## src/rtl/dp_sram_pkg.sv

```systemverilog
// Shared FSM state type and read-latency constant for the dual-port SRAM arbiter.
// Defining DP_SRAM_OUT_REG_EN adds one output register stage (latency 2 instead of 1).
package dp_sram_pkg;

  typedef enum logic {
    INIT = 1'b0,
    RUN  = 1'b1
  } state_e;

`ifdef DP_SRAM_OUT_REG_EN
  localparam int RD_LATENCY = 2;
`else
  localparam int RD_LATENCY = 1;
`endif

endpackage

```

## src/rtl/dp_sram_port.sv

```systemverilog
// One SRAM access port: request acceptance, range check, read-data/valid/err pipeline.
// Latency RD_LATENCY; never stalls, requests are ignored while ready_i is low (DP_SRAM_OUT_REG_EN adds a stage).
module dp_sram_port
  import dp_sram_pkg::*;
#(
  parameter int RAM_WIDTH = 8,
  parameter int RAM_DEPTH = 64,
  parameter int ADDR_SIZE = 8
) (
  input  logic                 clk_i,
  input  logic                 reset_n_i,
  input  logic                 ready_i,
  input  logic                 en_i,
  input  logic                 rwenable_i,
  input  logic [ADDR_SIZE-1:0] addr_i,
  input  logic [RAM_WIDTH-1:0] rdata_i,
  output logic                 mem_acc_o,
  output logic                 mem_wr_o,
  output logic [RAM_WIDTH-1:0] data_o,
  output logic                 valid_o,
  output logic                 err_o
);

  logic                 acc, in_range, rd;
  logic                 valid1_q, valid1_d, err1_q, err1_d;
  logic [RAM_WIDTH-1:0] data1_q, data1_d;

  // Extra bit keeps the compare correct when RAM_DEPTH == 2**ADDR_SIZE.
  assign in_range  = ({1'b0, addr_i} < (ADDR_SIZE + 1)'(RAM_DEPTH));
  assign acc       = en_i & ready_i;
  assign rd        = acc & ~rwenable_i;
  assign mem_acc_o = acc & in_range;
  assign mem_wr_o  = mem_acc_o & rwenable_i;

  always_comb begin
    valid1_d = rd;
    err1_d   = acc & ~in_range;
    data1_d  = data1_q;
    if (rd) data1_d = in_range ? rdata_i : '0;
  end

  always_ff @(posedge clk_i) begin
    if (!reset_n_i) begin
      valid1_q <= 1'b0;
      err1_q   <= 1'b0;
      data1_q  <= '0;
    end else begin
      valid1_q <= valid1_d;
      err1_q   <= err1_d;
      data1_q  <= data1_d;
    end
  end

`ifdef DP_SRAM_OUT_REG_EN
  logic                 valid2_q, err2_q;
  logic [RAM_WIDTH-1:0] data2_q, data2_d;

  assign data2_d = valid1_q ? data1_q : data2_q;

  always_ff @(posedge clk_i) begin
    if (!reset_n_i) begin
      valid2_q <= 1'b0;
      err2_q   <= 1'b0;
      data2_q  <= '0;
    end else begin
      valid2_q <= valid1_q;
      err2_q   <= err1_q;
      data2_q  <= data2_d;
    end
  end

  assign data_o  = data2_q;
  assign valid_o = valid2_q;
  assign err_o   = err2_q;
`else
  assign data_o  = data1_q;
  assign valid_o = valid1_q;
  assign err_o   = err1_q;
`endif

endmodule

```

## src/rtl/dp_sram_arb.sv

```systemverilog
// Dual-port SRAM with zero-fill INIT, read-first access and A-wins write arbitration; read latency RD_LATENCY.
// Both ports accept every cycle in RUN (ready low during INIT/reset); DP_SRAM_OUT_REG_EN adds one output stage.
module dp_sram_arb
  import dp_sram_pkg::*;
#(
  parameter int RAM_WIDTH = 8,
  parameter int RAM_DEPTH = 64,
  parameter int ADDR_SIZE = 8
) (
  input  logic                 clk,
  input  logic                 reset_n,
  input  logic                 en_A,
  input  logic                 en_B,
  input  logic                 rwenable_A,
  input  logic                 rwenable_B,
  input  logic [ADDR_SIZE-1:0] addr_A,
  input  logic [ADDR_SIZE-1:0] addr_B,
  input  logic [RAM_WIDTH-1:0] data_A,
  input  logic [RAM_WIDTH-1:0] data_B,
  output logic                 ready_A,
  output logic                 ready_B,
  output logic [RAM_WIDTH-1:0] outputData_A,
  output logic [RAM_WIDTH-1:0] outputData_B,
  output logic                 valid_A,
  output logic                 valid_B,
  output logic                 err_A,
  output logic                 err_B,
  output logic                 collision
);

  localparam int IW = (RAM_DEPTH > 1) ? $clog2(RAM_DEPTH) : 1;

  state_e               state_q, state_d;
  logic [IW-1:0]        cnt_q, cnt_d;
  logic                 clr_en, ready;
  logic [RAM_WIDTH-1:0] mem_q [RAM_DEPTH];
  logic [IW-1:0]        idx_A, idx_B;
  logic [RAM_WIDTH-1:0] rdata_A, rdata_B;
  logic                 acc_A, acc_B, wr_A, wr_B, same_addr, coll_d, coll_q;

  always_comb begin
    state_d = state_q;
    cnt_d   = cnt_q;
    clr_en  = 1'b0;
    case (state_q)
      INIT: begin
        clr_en = 1'b1;
        cnt_d  = cnt_q + 1'b1;
        if (cnt_q == IW'(RAM_DEPTH - 1)) state_d = RUN;
      end
      RUN:     state_d = RUN;
      default: state_d = INIT;
    endcase
  end

  always_ff @(posedge clk) begin
    if (!reset_n) begin
      state_q <= INIT;
      cnt_q   <= '0;
    end else begin
      state_q <= state_d;
      cnt_q   <= cnt_d;
    end
  end

  assign ready   = reset_n && (state_q == RUN);
  assign ready_A = ready;
  assign ready_B = ready;

  assign idx_A     = addr_A[IW-1:0];
  assign idx_B     = addr_B[IW-1:0];
  assign rdata_A   = mem_q[idx_A];
  assign rdata_B   = mem_q[idx_B];
  assign same_addr = (addr_A == addr_B);

  // Port A is written last so it wins a same-address write; reads see pre-edge contents.
  always_ff @(posedge clk) begin
    if (reset_n && clr_en) mem_q[cnt_q] <= '0;
    if (wr_B && !(wr_A && same_addr)) mem_q[idx_B] <= data_B;
    if (wr_A) mem_q[idx_A] <= data_A;
  end

  assign coll_d = acc_A & acc_B & same_addr & (wr_A | wr_B);

  always_ff @(posedge clk) begin
    if (!reset_n) coll_q <= 1'b0;
    else          coll_q <= coll_d;
  end

`ifdef DP_SRAM_OUT_REG_EN
  logic coll2_q;
  always_ff @(posedge clk) begin
    if (!reset_n) coll2_q <= 1'b0;
    else          coll2_q <= coll_q;
  end
  assign collision = coll2_q;
`else
  assign collision = coll_q;
`endif

  dp_sram_port #(
    .RAM_WIDTH(RAM_WIDTH),
    .RAM_DEPTH(RAM_DEPTH),
    .ADDR_SIZE(ADDR_SIZE)
  ) u_port_a (
    .clk_i     (clk),
    .reset_n_i (reset_n),
    .ready_i   (ready),
    .en_i      (en_A),
    .rwenable_i(rwenable_A),
    .addr_i    (addr_A),
    .rdata_i   (rdata_A),
    .mem_acc_o (acc_A),
    .mem_wr_o  (wr_A),
    .data_o    (outputData_A),
    .valid_o   (valid_A),
    .err_o     (err_A)
  );

  dp_sram_port #(
    .RAM_WIDTH(RAM_WIDTH),
    .RAM_DEPTH(RAM_DEPTH),
    .ADDR_SIZE(ADDR_SIZE)
  ) u_port_b (
    .clk_i     (clk),
    .reset_n_i (reset_n),
    .ready_i   (ready),
    .en_i      (en_B),
    .rwenable_i(rwenable_B),
    .addr_i    (addr_B),
    .rdata_i   (rdata_B),
    .mem_acc_o (acc_B),
    .mem_wr_o  (wr_B),
    .data_o    (outputData_B),
    .valid_o   (valid_B),
    .err_o     (err_B)
  );

endmodule

```

## config.mk

```make
export PLATFORM = sky130hd
export DESIGN_NAME = dp_sram_arb
export DESIGN_NICKNAME = d
export VERILOG_FILES = /design/src/rtl/dp_sram_pkg.sv /design/src/rtl/dp_sram_port.sv /design/src/rtl/dp_sram_arb.sv
export SDC_FILE = /design/constraint.sdc
export NUM_CORES = 1
export LEC_CHECK = 0
export CORE_MARGIN = 4
export CORE_UTILIZATION = 35
export CTS_CLUSTER_SIZE = 24
export DETAILED_ROUTE_END_ITERATION = 16
export GPL_ROUTABILITY_DRIVEN = 0
export PLACE_DENSITY_LB_ADDON = 0.15
export SYNTH_ARGS = -nofsm -noshare
export SYNTH_HDL_FRONTEND = slang
export SYNTH_SLANG_ARGS = --single-unit
```

## constraint.sdc

```tcl
create_clock -name clk -period 3.6 [get_ports clk]
set_input_delay 0.72 -clock clk [delete_from_list [all_inputs] [get_ports clk]]
set_output_delay 0.72 -clock clk [all_outputs]
set_load 0.03 [all_outputs]
```

# Word-level counts from Yosys, hierarchy flattened

Memory sizes are Yosys's and may differ from the RTL's.
Index checks and enable logic that the tools add are counted.
W data, S select, Z words.

Output and inout bits: 23
Bits in read-only memories: 0
Input bits: 38
Register bits: 28
Memory bits (writable): 512
Latch bits: 0
Memories kept: 1
Logic and storage cells: 54

Order comparisons: 2
Eq/ne operators: 2
Mux-type cells: 14
Reduce and logical (&&, ||, !) cells: 6
Shifts and indexed selects: 0
$mul: 0
Add/subtract/negate cells: 1
Bitwise gates (word level): 19
Div/mod/pow operators: 0

Memories:

| memory | words | bits a word | read ports | clocked after Yosys merged registers in | wr ports | line              | source |
|---|---|---|---|---|---|---|---|
| mem_q  | 64    | 8           | 2          | 0                                       | 2        | dp_sram_arb.sv:36 | `logic [RAM_WIDTH-1:0] mem_q [RAM_DEPTH];` |

Operators by type and width:

| kind                  | number |
|---|---|
| $mux W8               | 3 |
| $lt A8 B7 Y1 const B  | 2 |
| $and A1 B1 Y1         | 13 |
| $mux W1               | 9 |
| $eq A8 B8 Y1          | 1 |
| $reduce_or A8 Y1      | 1 |
| $add A6 B1 Y6 const B | 1 |
| $eq A6 B6 Y1 const B  | 1 |
| $mux W6               | 1 |
| $not A1 Y1            | 5 |
| $logic_and A1 B1 Y1   | 4 |
| $pmux W1 S2           | 1 |
| $logic_not A1 Y1      | 1 |
| $or A1 B1 Y1          | 1 |

# Depth between registers and ports, before layout

Depth in word-level cells: 11
Gate-level depth with buffers: 11

# By module

Synthesis repeated with hierarchy kept, for this count alone.

Cells, all modules: 3,332
Area total of the unflattened synthesis: 34,139.0 sq um

Modules (own cells, without submodules):

| module       | sequential area each (sq um) | cells each | area each (sq um) | instances |
|---|---|---|---|---|
| dp_sram_arb  | 15,534.9                     | 3,244      | 33,215.6          | 1 |
| dp_sram_port | 200.2                        | 44         | 461.7             | 2 |

# Least setup slack after synthesis

OpenSTA, ideal clock, no wires.

Path kind: in2reg
Start point: input port addr_B[0]
End point: memory mem_q[12][0], enable pin
Path slack: 450 ps
Setup time: 376 ps
Required time: 3,224 ps
Path buffers: 2
Cell stages on the path: 8
Data arrival time: 2,773 ps
Cell sequence: buf_2 > xor2_1 > nor4_4 > nand3_1 > buf_2 > a2111oi_0 > a31oi_2 > o22ai_1

RTL lines:

| what            | line              | source |
|---|---|---|
| start, declared | dp_sram_arb.sv:17 | `input logic [ADDR_SIZE-1:0] addr_B,` |
| end, declared   | dp_sram_arb.sv:36 |  |

==> impl_metrics.env <==
export IMPL_drive_above_1_share_pct=21.2
export IMPL_overflow=0
export IMPL_areaGrowthSynthToFinish_pct=19.2
export IMPL_hold_viol=0
export IMPL_p_comb_share_pct=8.8
export IMPL_p_clk_share_pct=45.3
export IMPL_cts_buffers=66
export IMPL_cts_setup_buffers=0
export IMPL_final_cell_mix="571 x nand2_1, 535 x o21ai_0, 512 x edfxtp_1, 292 x buf_4, 181 x mux2i_1"
export IMPL_grt_usage_pct=30.2
export IMPL_synth_cells=2938
export IMPL_core_mm2=0.0888
export IMPL_yosysSeqAreaShare_pct=50.7
export IMPL_grtUsageMet2_pct=44.1
export IMPL_drt_total_wl_um=146000
export IMPL_hold_buffers=0
export IMPL_cts_sinks=540
export IMPL_synth_seq_cells=540
export IMPL_worstSetupStartpointType="input pin"
export IMPL_grt_max_degree=108
export IMPL_maxSlewViolCount=0
export IMPL_drc=0
export IMPL_grt_pass1_vias=25501
export IMPL_worst_slew_pin_slew_ps=1360
export IMPL_post_drt_wl_per_cell_um=33.8
export IMPL_htreeDepth=3
export IMPL_yosysWarnings=0
export IMPL_die_y_um=308
export IMPL_p_int_w=0.0112
export IMPL_synth_edf_count=512
export IMPL_switching_power_w=0.00367
export IMPL_p_per_area_mw_per_mm2=396
export IMPL_clock_path_buffers=3
export IMPL_dr_first_iter_drc_count=4421
export IMPL_cts_root_buf="clkbuf_16"
export IMPL_clock_skew_ps=26.1
export IMPL_start_util_pct=35.4
export IMPL_die_width_um=308
export IMPL_first_pass_iters=8
export IMPL_switching_share_pct=24.8
export IMPL_crit_type="in2reg"
export IMPL_critPathMaxFanout=8
export IMPL_post_dp_hpwl_um=99800
export IMPL_ant_nets=0
export IMPL_io_pins=61
export IMPL_rsz0062_at_grt="false"
export IMPL_max_slew_margin_rel_pct=8.79
export IMPL_die_area_mm2=0.0947
export IMPL_leakagePower_nw=13.5
export IMPL_portBuffers=60
export IMPL_fin_util_pct=42.2
export IMPL_num_vias=27257
export IMPL_setup_viol=0
export IMPL_status="completed"
export IMPL_gr_usage_met3_pct=7.20
export IMPL_ys_flop_type="edfxtp_1"
export IMPL_synth_area_mm2=0.0314
export IMPL_synth_nets=2977
export IMPL_avgSynthCellArea_um2=10.7
export IMPL_ir_drop_mv=0.301
export IMPL_clk_insertion_delay_late_ps=620
export IMPL_cts_tree="done"
export IMPL_cts_clk_slew_worst_paths_ps=60
export IMPL_hold_class="reg2reg"
export IMPL_setup_slack_ps=155
export IMPL_seq_power_share_pct=45.9
export IMPL_critical_path_arrival_ps=3820
export IMPL_drv_cap=0
export IMPL_crit_required_ps=3980
export IMPL_avgViaCountPerCell=6.33
export IMPL_synth_cell_types=70
export IMPL_grt_use_met1_pct=41.5
export IMPL_antenna_found_initial=5
export IMPL_period_needed_ps=3450
export IMPL_finalSetupTns_ps=0
export IMPL_critPathCaptureType="flip-flop"
export IMPL_fmax_mhz=290
export IMPL_dp_slack_ps=-402
export IMPL_rows=109
export IMPL_busiest_layer="met2"
export IMPL_grt_first_pass_wirelength_um=203000
export IMPL_finalNetCount=3130
export IMPL_ys_async_sr_fraction_pct=0
export IMPL_fin_crit_sh_pct=95.7
export IMPL_layout_commonest_cell="nand2_1"
critical path, stage by stage:
cell	delay, ps
clkdlybuf4s50_1	450
xor2_1	190
nor4_2	350
nand3_1	240
and2_1	290
a31oi_2	1100
o22ai_1	230
buf_4	250
worst paths after layout:
check / startpoint / to / slack [ps] / depth (start not counted)
worst max-delay path: addr_B[7] / mem_q[30][3] / 150 / 8
worst min-delay path: u_port_a.data_o[6] / u_port_a.data_o[6] / 470 / 2
worst max register to register: state_q / mem_q[30][3] / 320 / 7
worst min register to register: u_port_a.data_o[6] / u_port_a.data_o[6] / 470 / 2
power groups by stage:
stage,sequential [W],clock (W),combinational [W]
2_1_floorplan,0.00692,0,0.000647
3_3_place_gp,0.00693,0,0.00126
3_5_place_dp,0.00693,0,0.00126
4_1_cts,0.00680,0.00678,0.00126
5_1_grt,0.00680,0.00705,0.00132
6_report,0.00680,0.00671,0.00131
sequential cells by signal (all words and copies together), names as in the netlist:
register          count
u_port_b.err_o        1
cnt_q                 6
u_port_b.valid_o      1
collision             1
mem_q               512
u_port_a.err_o        1
u_port_a.valid_o      1
state_q               1
u_port_a.data_o       8
u_port_b.data_o       8
routing by layer:
metal	routed length, um	vias up
met5	27	-
met4	9150	4
met3	17500	450
met2	61900	2112
met1	57000	13248
li1	-	11443
kinds of logic after synthesis:
| family | after synthesis | share of synthesized area, % |
|---|---|---|
| multiplexers | 359 | 16.9 |
| AO/OA/AOI/OAI | 908 | 17.3 |
| AND/OR/NAND/NOR | 791 | 10.4 |
| flip-flops | 540 | 50.7 |
| XOR/XNOR | 12 | 0.334 |
| buffers and inverters | 327 | 4.39 |
| adder cells (fa/ha/maj) | 1 | 0.0398 |
stage by stage:
stage | power, W | cells | cell area (um^2) | hold WS [ps]
floorplan | 0.00757 | 2938 | 31400 | 539
global placement | 0.00819 | 4188 | 35300 | 452
detailed placement | 0.00819 | 4188 | 35300 | 455
CTS | 0.0148 | 4304 | 37500 | 463
global route | 0.0152 | 4304 | 37500 | 476
finish | 0.0148 | 4307 | 37500 | 466
cell usage after synthesis, types with 8 or more instances:
| master | count | share of area (%) |
|---|---|---|
| a211oi_1 | 9 | 0.21 |
| a2111oi_0 | 8 | 0.22 |
| mux2i_1 | 181 | 5.8 |
| xor2_1 | 9 | 0.25 |
| o211ai_1 | 10 | 0.24 |
| nor3_1 | 8 | 0.13 |
| nand3_1 | 23 | 0.37 |
| mux4_2 | 133 | 9.5 |
| buf_4 | 10 | 0.24 |
| and2_1 | 9 | 0.18 |
| a32oi_1 | 10 | 0.28 |
| a221o_1 | 11 | 0.35 |
| nor2_1 | 102 | 1.2 |
| buf_1 | 12 | 0.14 |
| a31oi_2 | 8 | 0.32 |
| dfxtp_1 | 28 | 1.8 |
| a221oi_1 | 29 | 0.81 |
| o21ai_0 | 535 | 8.5 |
| edfxtp_1 | 512 | 49 |
| mux2_2 | 45 | 1.6 |
| nor4_1 | 11 | 0.22 |
| buf_2 | 80 | 1.3 |
| o22ai_1 | 75 | 1.5 |
| clkbuf_1 | 211 | 2.5 |
| inv_1 | 10 | 0.12 |
| nand2_1 | 578 | 6.9 |
| a22oi_1 | 94 | 2.2 |
| nor2b_1 | 19 | 0.38 |
| a21oi_1 | 59 | 0.94 |
cell type report:
cell class | instances | area, um^2
Antenna cell | 3 | 7.51
Clock buffer | 84 | 1770
Clock inverter | 32 | 345
Fill cell | 8238 | 51300
Inverter | 12 | 45.0
Multi-Input combinational cell | 2071 | 14200
Sequential cell | 540 | 15900
Tap cell | 1165 | 1460
Timing Repair Buffer | 400 | 3740
timing repair:
| action | 4_1_cts | 5_1_grt |
|---|---|---|
| setup endpoints to repair | 0 | 64 |
| resized for setup | 0 | 1 |
| hold endpoints to repair | 0 | 0 |
Note: power is estimated with default switching activity, not from simulation.
